**config.mk**
```make
export PLATFORM = sky130hd
export DESIGN_NAME = spi_master
export DESIGN_NICKNAME = d
export VERILOG_FILES = /design/src/rtl/spi_master.sv
export SDC_FILE = /design/constraint.sdc
export NUM_CORES = 1
export LEC_CHECK = 0
export ABC_CLOCK_PERIOD_IN_PS = 4300
export CORE_MARGIN = 2
export CORE_UTILIZATION = 50
export DETAILED_ROUTE_END_ITERATION = 10
export GPL_ROUTABILITY_DRIVEN = 0
export HOLD_SLACK_MARGIN = 0.02
export PLACE_DENSITY = 0.83
export REMOVE_ABC_BUFFERS = 1
export SLEW_MARGIN = 30
export SYNTH_ARGS = -nofsm -noshare
export SYNTH_HDL_FRONTEND = slang
export SYNTH_SLANG_ARGS = --single-unit
```
**constraint.sdc**
```tcl
create_clock -name CLK -period 4.3 [get_ports CLK]
set_input_delay 0.645 -clock CLK [delete_from_list [all_inputs] [get_ports CLK]]
set_output_delay 0.645 -clock CLK [all_outputs]
set_load 0.03 [all_outputs]
```
**src/rtl/spi_master.sv**
```systemverilog
// Mode-0, MSB-first SPI master: one DATA_W-bit frame per accepted request,
// with programmable sck divider and chip-select setup, hold and idle timing.
module spi_master #(
  parameter int DATA_W   = 32,
  parameter int CLK_DIV  = 4,
  parameter int CS_SETUP = 2,
  parameter int CS_HOLD  = 2,
  parameter int CS_IDLE  = 4
) (
  input  logic              CLK,
  input  logic              rst_n,
  input  logic [DATA_W-1:0] tx_data,
  input  logic              tx_valid,
  output logic              tx_ready,
  output logic [DATA_W-1:0] rx_data,
  output logic              rx_valid,
  output logic              busy,
  output logic              sck,
  output logic              cs_n,
  output logic              mosi,
  input  logic              miso
);

  localparam int MAX_A   = (CLK_DIV > CS_SETUP) ? CLK_DIV : CS_SETUP;
  localparam int MAX_B   = (CS_HOLD > CS_IDLE) ? CS_HOLD : CS_IDLE;
  localparam int MAX_CNT = (MAX_A > MAX_B) ? MAX_A : MAX_B;
  localparam int CNT_W   = $clog2(MAX_CNT + 1);
  localparam int BIT_RAW = $clog2(DATA_W + 1);
  localparam int BIT_W   = (BIT_RAW < 6) ? 6 : BIT_RAW;

  localparam logic [CNT_W-1:0] DIV_LAST   = CNT_W'(CLK_DIV - 1);
  localparam logic [CNT_W-1:0] SETUP_LAST = CNT_W'(CS_SETUP - 1);
  localparam logic [CNT_W-1:0] HOLD_LAST  = CNT_W'(CS_HOLD - 1);
  localparam logic [CNT_W-1:0] IDLE_LAST  = CNT_W'(CS_IDLE - 1);
  localparam logic [BIT_W-1:0] BIT_LAST   = BIT_W'(DATA_W);

  localparam logic [2:0] IDLE  = 3'd0;
  localparam logic [2:0] SETUP = 3'd1;
  localparam logic [2:0] XFER  = 3'd2;
  localparam logic [2:0] HOLD  = 3'd3;
  localparam logic [2:0] GAP   = 3'd4;

  logic [2:0]        state;
  logic [CNT_W-1:0]  cnt;
  logic [BIT_W-1:0]  bit_cnt;
  logic [DATA_W-1:0] tx_shift;
  logic [DATA_W-1:0] rx_shift;

  // tx_shift holds the bits still to be sent, already advanced past the one
  // currently on mosi, so the next bit is always at the MSB.
  always_ff @(posedge CLK or negedge rst_n) begin
    if (!rst_n) begin
      state    <= IDLE;
      cnt      <= '0;
      bit_cnt  <= '0;
      tx_shift <= '0;
      rx_shift <= '0;
      tx_ready <= 1'b0;
      rx_data  <= '0;
      rx_valid <= 1'b0;
      busy     <= 1'b0;
      sck      <= 1'b0;
      cs_n     <= 1'b1;
      mosi     <= 1'b0;
    end else begin
      rx_valid <= 1'b0;
      case (state)
        IDLE: begin
          if (tx_ready && tx_valid) begin
            state    <= SETUP;
            cnt      <= '0;
            cs_n     <= 1'b0;
            mosi     <= tx_data[DATA_W-1];
            tx_shift <= {tx_data[DATA_W-2:0], 1'b0};
            tx_ready <= 1'b0;
            busy     <= 1'b1;
          end else begin
            tx_ready <= 1'b1;
          end
        end
        SETUP: begin
          if (cnt == SETUP_LAST) begin
            state   <= XFER;
            cnt     <= '0;
            bit_cnt <= '0;
          end else begin
            cnt <= cnt + 1'b1;
          end
        end
        XFER: begin
          if (cnt != DIV_LAST) begin
            cnt <= cnt + 1'b1;
          end else begin
            cnt <= '0;
            if (!sck) begin
              sck      <= 1'b1;
              rx_shift <= {rx_shift[DATA_W-2:0], miso};
              bit_cnt  <= bit_cnt + 1'b1;
            end else begin
              sck <= 1'b0;
              // The last falling edge leaves mosi on the final bit.
              if (bit_cnt == BIT_LAST) begin
                state <= HOLD;
              end else begin
                mosi     <= tx_shift[DATA_W-1];
                tx_shift <= {tx_shift[DATA_W-2:0], 1'b0};
              end
            end
          end
        end
        HOLD: begin
          if (cnt == HOLD_LAST) begin
            state    <= GAP;
            cnt      <= '0;
            cs_n     <= 1'b1;
            rx_data  <= rx_shift;
            rx_valid <= 1'b1;
          end else begin
            cnt <= cnt + 1'b1;
          end
        end
        GAP: begin
          // tx_ready is raised by IDLE one cycle later, as after reset.
          if (cnt == IDLE_LAST) begin
            state <= IDLE;
            cnt   <= '0;
            busy  <= 1'b0;
          end else begin
            cnt <= cnt + 1'b1;
          end
        end
        default: begin
          state <= IDLE;
          cnt   <= '0;
          sck   <= 1'b0;
          cs_n  <= 1'b1;
          busy  <= 1'b0;
        end
      endcase
    end
  end

endmodule

```
==> Word level (Yosys, flattened, before mapping) <==
Cells that the tools add are included.
{ "op_classes": {"n_lt_le_gt_ge": 0, "n_eq_ne": 17, "reduce_logical": 16, "muxes": 39, "mul": 0, "n_shift": 0, "add_sub_neg": 2, "bitwise": 5, "div_mod_pow": 0} }
{ "op_table": {"columns": ["cell", "n"], "rows": [
  ["32-bit two-way mux", 4],
  ["32-bit one-hot mux with 2 select lines", 1],
  ["3-bit two-way mux", 11],
  ["6-bit two-way mux", 3],
  ["2-bit != test (second input constant)", 9],
  ["3-bit one-hot mux with 5 select lines", 1],
  ["1-bit two-way mux", 13],
  ["3-bit one-hot mux with 4 select lines", 1],
  ["6-bit one-hot mux with 2 select lines", 1],
  ["3-bit by 2-bit equality test with 1-bit output (second input constant)", 3],
  ["3-bit AND reduction", 3],
  ["7-bit AND reduction", 1],
  ["6-bit by 1-bit adder with 6-bit output (second input constant)", 1],
  ["3-bit by 1-bit equality test with 1-bit output (second input constant)", 2],
  ["6-bit equality test (second input constant)", 1],
  ["1-bit one-hot mux with 3 select lines", 2],
  ["3-bit OR reduction", 2],
  ["1-bit NOT", 5],
  ["5-bit AND reduction", 1],
  ["1-bit one-hot mux with 2 select lines", 2],
  ["2-bit AND reduction", 2],
  ["4-bit AND reduction", 1],
  ["2-bit nonzero test", 2],
  ["4-bit OR reduction", 1],
  ["6 further kinds", 6]
]} }
{ "totals": {"input_bits": 36, "mem_count": 0, "register_bits": 114, "out_inout_bits": 38, "mem_bits_rw": 0, "latchBits": 0, "mem_bits_ro": 0} }

==> Longest topological paths before layout <==
{ "logic_depth": {"depth_word": 5, "depth_mapped": 8, "mapped_depth_nobuf": 6} }

==> Worst setup path after synthesis <==
No wires, ideal clock.
{ "synth_timing": {"path_kind": "input to register", "start": "input tx_valid", "end": "register tx_shift[10]", "arrival_ns": 1.954, "slack_ns": 2.221, "setup_ns": 0.125, "stages": 6, "path_cell_list": "a21oi_1 -> or3_1 -> or3_1 -> buf_6 -> buf_12 -> mux2_4"} }
{ "synth_between": {"elab_chain_len": 3} }
{ "synth_lines": {"columns": ["item", "line", "source"], "rows": [
  ["start, declared", "13", "input logic tx_valid,"],
  ["1-bit logical AND", "69", "if (tx_ready && tx_valid) begin"],
  ["2-bit != test (no source line)", null, null],
  ["5-bit AND reduction (no source line)", null, null],
  ["end signal, assigned", "74", "tx_shift <= {tx_data[DATA_W-2:0], 1'b0};"],
  ["end signal, assigned", "106", "tx_shift <= {tx_shift[DATA_W-2:0], 1'b0};"],
  ["end, declared", "46", "logic [DATA_W-1:0] tx_shift;"]
]} }
Every way passes these cells.
A chain may end at the register's enable or synchronous reset.

==> Worst setup path in the final report <==
{ "layout_timing": {"start": "register cs_n", "end": "output cs_n"} }
{ "layout_lines": {"columns": ["item", "line", "source"], "rows": [
  ["start, declared", "19", "output logic cs_n,"],
  ["start signal, assigned", "63", "cs_n <= 1'b1;"],
  ["start signal, assigned", "72", "cs_n <= 1'b0;"],
  ["start signal, assigned", "115", "cs_n <= 1'b1;"]
]} }
No word-level cell between the ends.

==> metrics.md <==
| Metric | Value |
|---|---|
| Post-CTS Setup Bufs | `0` |
| Max VDD drop | `0.0002826 V` |
| Leakage power | `3.180 nW` |
| Pwr Total | `2.661 mW` |
| Cell class contributing the biggest share of worst-path delay | `buffers and inverters` |
| Clock skew | `0.005221 ns` |
| CTS H-tree depth | `4` |
| Number of vias per cell | `5.262` |
| Filler cell count | `755` |
| Critical path cell sequence | `clkdlybuf4s50_1` |
| Register bit count reported by yosys | `113` |
| Max FO, Critical Path | `4` |
| DR vias | `3036` |
| Largest net degree at the start of global routing | `68` |
| Final Hold Fails | `0` |
| Crit path launch | `cs_n` |
| Met2 Usage GRT | `30.47%` |
| Wire length per cell | `16.16 um` |
| Power Density | `407.4 nW/um2` |
| GR Util met3 | `5.365%` |
| Congestion Overflow GR | `0` |
| Synth async-reset ratio | `100.0%` |
| Synth top area share | `55.08%` |
| Gr usage total | `18.54%` |
| Clock slew at reported path FFs | `0.05 ns` |
| Main synth FF type | `dfrtp_1` |
| Status | `completed` |
| Fin crit share | `54.88%` |
| CTS resizes | `0` |
| Sink Count | `113` |
| Most common cell after layout, fill and taps aside | `dfrtp_1` |
| Count of different cell masters after synthesis | `39` |
| Area contributors post-synth | `dfrtp_1, mux2_2, mux2_4, ha_1, buf_12` |
| Number of global-route vias before repair | `3212` |
| Most used routing layer | `met2` |
| Arrival @ worst endpoint | `1.71 ns` |
| Initial antenna violation count | `0` |
| NumNets Final | `474` |
| Mapped Cells | `353` |
| Mean Syn Cell Area | `14.42 um2` |
| Clock Tree Root | `clkbuf_8` |
| R2R Setup Slk | `2.06 ns` |
| R2r worst-path depth | `6` |
| Std-Cell Rows | `36` |
| Clk buf depth | `2` |
| Post-CTS Hold Buffers | `0` |
| Max Freq | `423.8 MHz` |
| Crit path depth | `1` |
| RSZ-0062 raised after global routing | `no` |
| Hold Path Class | `in2async` |
| DPL Wire Length | `5902 um` |
| CP bufs+invs | `1` |
| Total CTS buffers | `17` |
| Floorplan core area | `9819 um2` |
| Largest stage delay, worst path | `0.67 ns` |
| Slowest cell on crit path | `clkdlybuf4s50_1` |
| RR Startpoint | `bit_cnt[0]` |
| WS Path Type | `reg2out` |
| Mapped Area | `5089 um2` |
| CTS tree | `built` |
| Area Overhead vs Synth | `28.35%` |
| TNS Setup | `0 ns` |
| Final cell utilization of the core | `66.51%` |
| Starting Density | `51.82%` |
| # port buffers | `73` |
| Starting DRC count in detailed routing | `93` |
| Crit start category | `flip-flop` |
| CP Capture Type | `primary output` |
| Yosys warning total | `0` |
| Die span in y | `104.9 um` |
| Post-DRT Antenna Nets | `0` |
| N_diodes | `0` |
| Min Hold Slack | `0.2178 ns` |
| Most frequent cells in the layout | `dfrtp_1, mux2_2, clkdlybuf4s50_1` |
| # setup viols final | `0` |
| Required time of the worst setup path | `3.65 ns` |
| Worst-Skew Late Latency | `0.51 ns` |
| Min Tclk post-route | `2.360 ns` |
| Headroom to the max-slew limit | `44.63%` |
| Yosys top cell by area | `dfrtp_1` |
| Drt drc | `0` |
| Worst r2r dst | `tx_shift[31]` |
| Die footprint | `11000 um2` |
| Die span in x | `104.9 um` |
| Max cap viols | `0` |
| Slew Limit Fails | `0` |
| First-pass GRT wire length | `15970 um` |
| EDFF count, synth | `0` |
| DR pass1 iterations | `4` |
| Ratio of cells with drive above 1 in the final layout | `36.04%` |
| I/O Pins | `74` |
| Sequential area share after synthesis | `55.59%` |
| Crit path capture | `cs_n` |
| Grt met1 use | `23.06%` |
| Worst-Margin Slew | `0.8306 ns` |
| Routed wire length | `9325 um` |
final cells by class:
| type | instances | area [um2] | area share [%] |
|---|---|---|---|
| clock buffers | 22 | 442.9 | 6.782 |
| clock inverters | 10 | 206.4 | 3.161 |
| inverters | 5 | 18.77 | 0.2874 |
| multi-input cells | 216 | 2102 | 32.18 |
| flip-flops and latches | 113 | 2829 | 43.31 |
| well taps | 133 | 166.4 | 2.548 |
| repair buffers | 78 | 765.7 | 11.72 |
metrics by stage:
stage	area, um2	setup WS [ns]	std cells
global route	6531	1.892	577
finish	6531	1.940	577
floorplan	4942	1.026	334
global placement	5878	1.202	545
detailed placement	5878	1.187	545
CTS	6528	1.712	577
synthesized netlist by cell type, drive strengths merged, types with 2 or more instances:
library cell and instances:
clkbuf 3, o31ai 3, nand3b 3, or3 3, a21o 3, mux2 127, nand2 15, ha 7
nand3 6, nand2b 4, o21ai 10, buf 16, nand4bb 2, nor2 10, inv 5, a21oi 5
nor2b 3, dfrtp 112
state kept, by name, indices dropped and copies added, names as in the netlist:
name,flops
busy,1
mosi,1
tx_ready,1
cs_n,1
cnt,3
rx_data,32
rx_valid,1
sck,1
bit_cnt,6
state,3
rx_shift,32
tx_shift,31
cells by family (layout without fill, tap and decap cells):
logic type / count (synthesis) / in the layout / synth area share (%)
AO/OA/AOI/OAI: 30 / 30 / 3.787
XOR/XNOR: 1 / 1 / 0.1721
adder cells (fa/ha/maj): 7 / 7 / 1.721
buffers and inverters: 24 / 115 / 3.246
flip-flops: 113 / 113 / 55.59
multiplexers: 127 / 127 / 30.24
AND/OR/NAND/NOR: 51 / 51 / 5.237
layer usage:
layer  vias up  part of all wire (%)
met4         0                   1.6
met2        43                    51
met5         -                     0
li1       1420                     -
met1      1562                    44
met3        11                   2.8
how the worst min path moves through the flow:
stage / from / endpoint / slack [ns] / depth (start not counted)
floorplan: rst_n / bit_cnt[0] / 0.35 / 0
global placement: tx_shift[1] / tx_shift[1] / 0.48 / 1
detailed placement: tx_shift[1] / tx_shift[1] / 0.48 / 1
CTS: rst_n / rx_data[27] / 0.24 / 2
global route: rst_n / rx_data[26] / 0.26 / 2
finish: rst_n / rx_data[27] / 0.22 / 2
power breakdown:
part / total, mW / internal (mW) / switching (mW)
combinational: 0.0580 / 0.0315 / 0.0265
clock: 1.53 / 1.07 / 0.460
sequential: 1.07 / 1.07 / 0.00249
No activity file was read; power rests on OpenSTA's default activity.
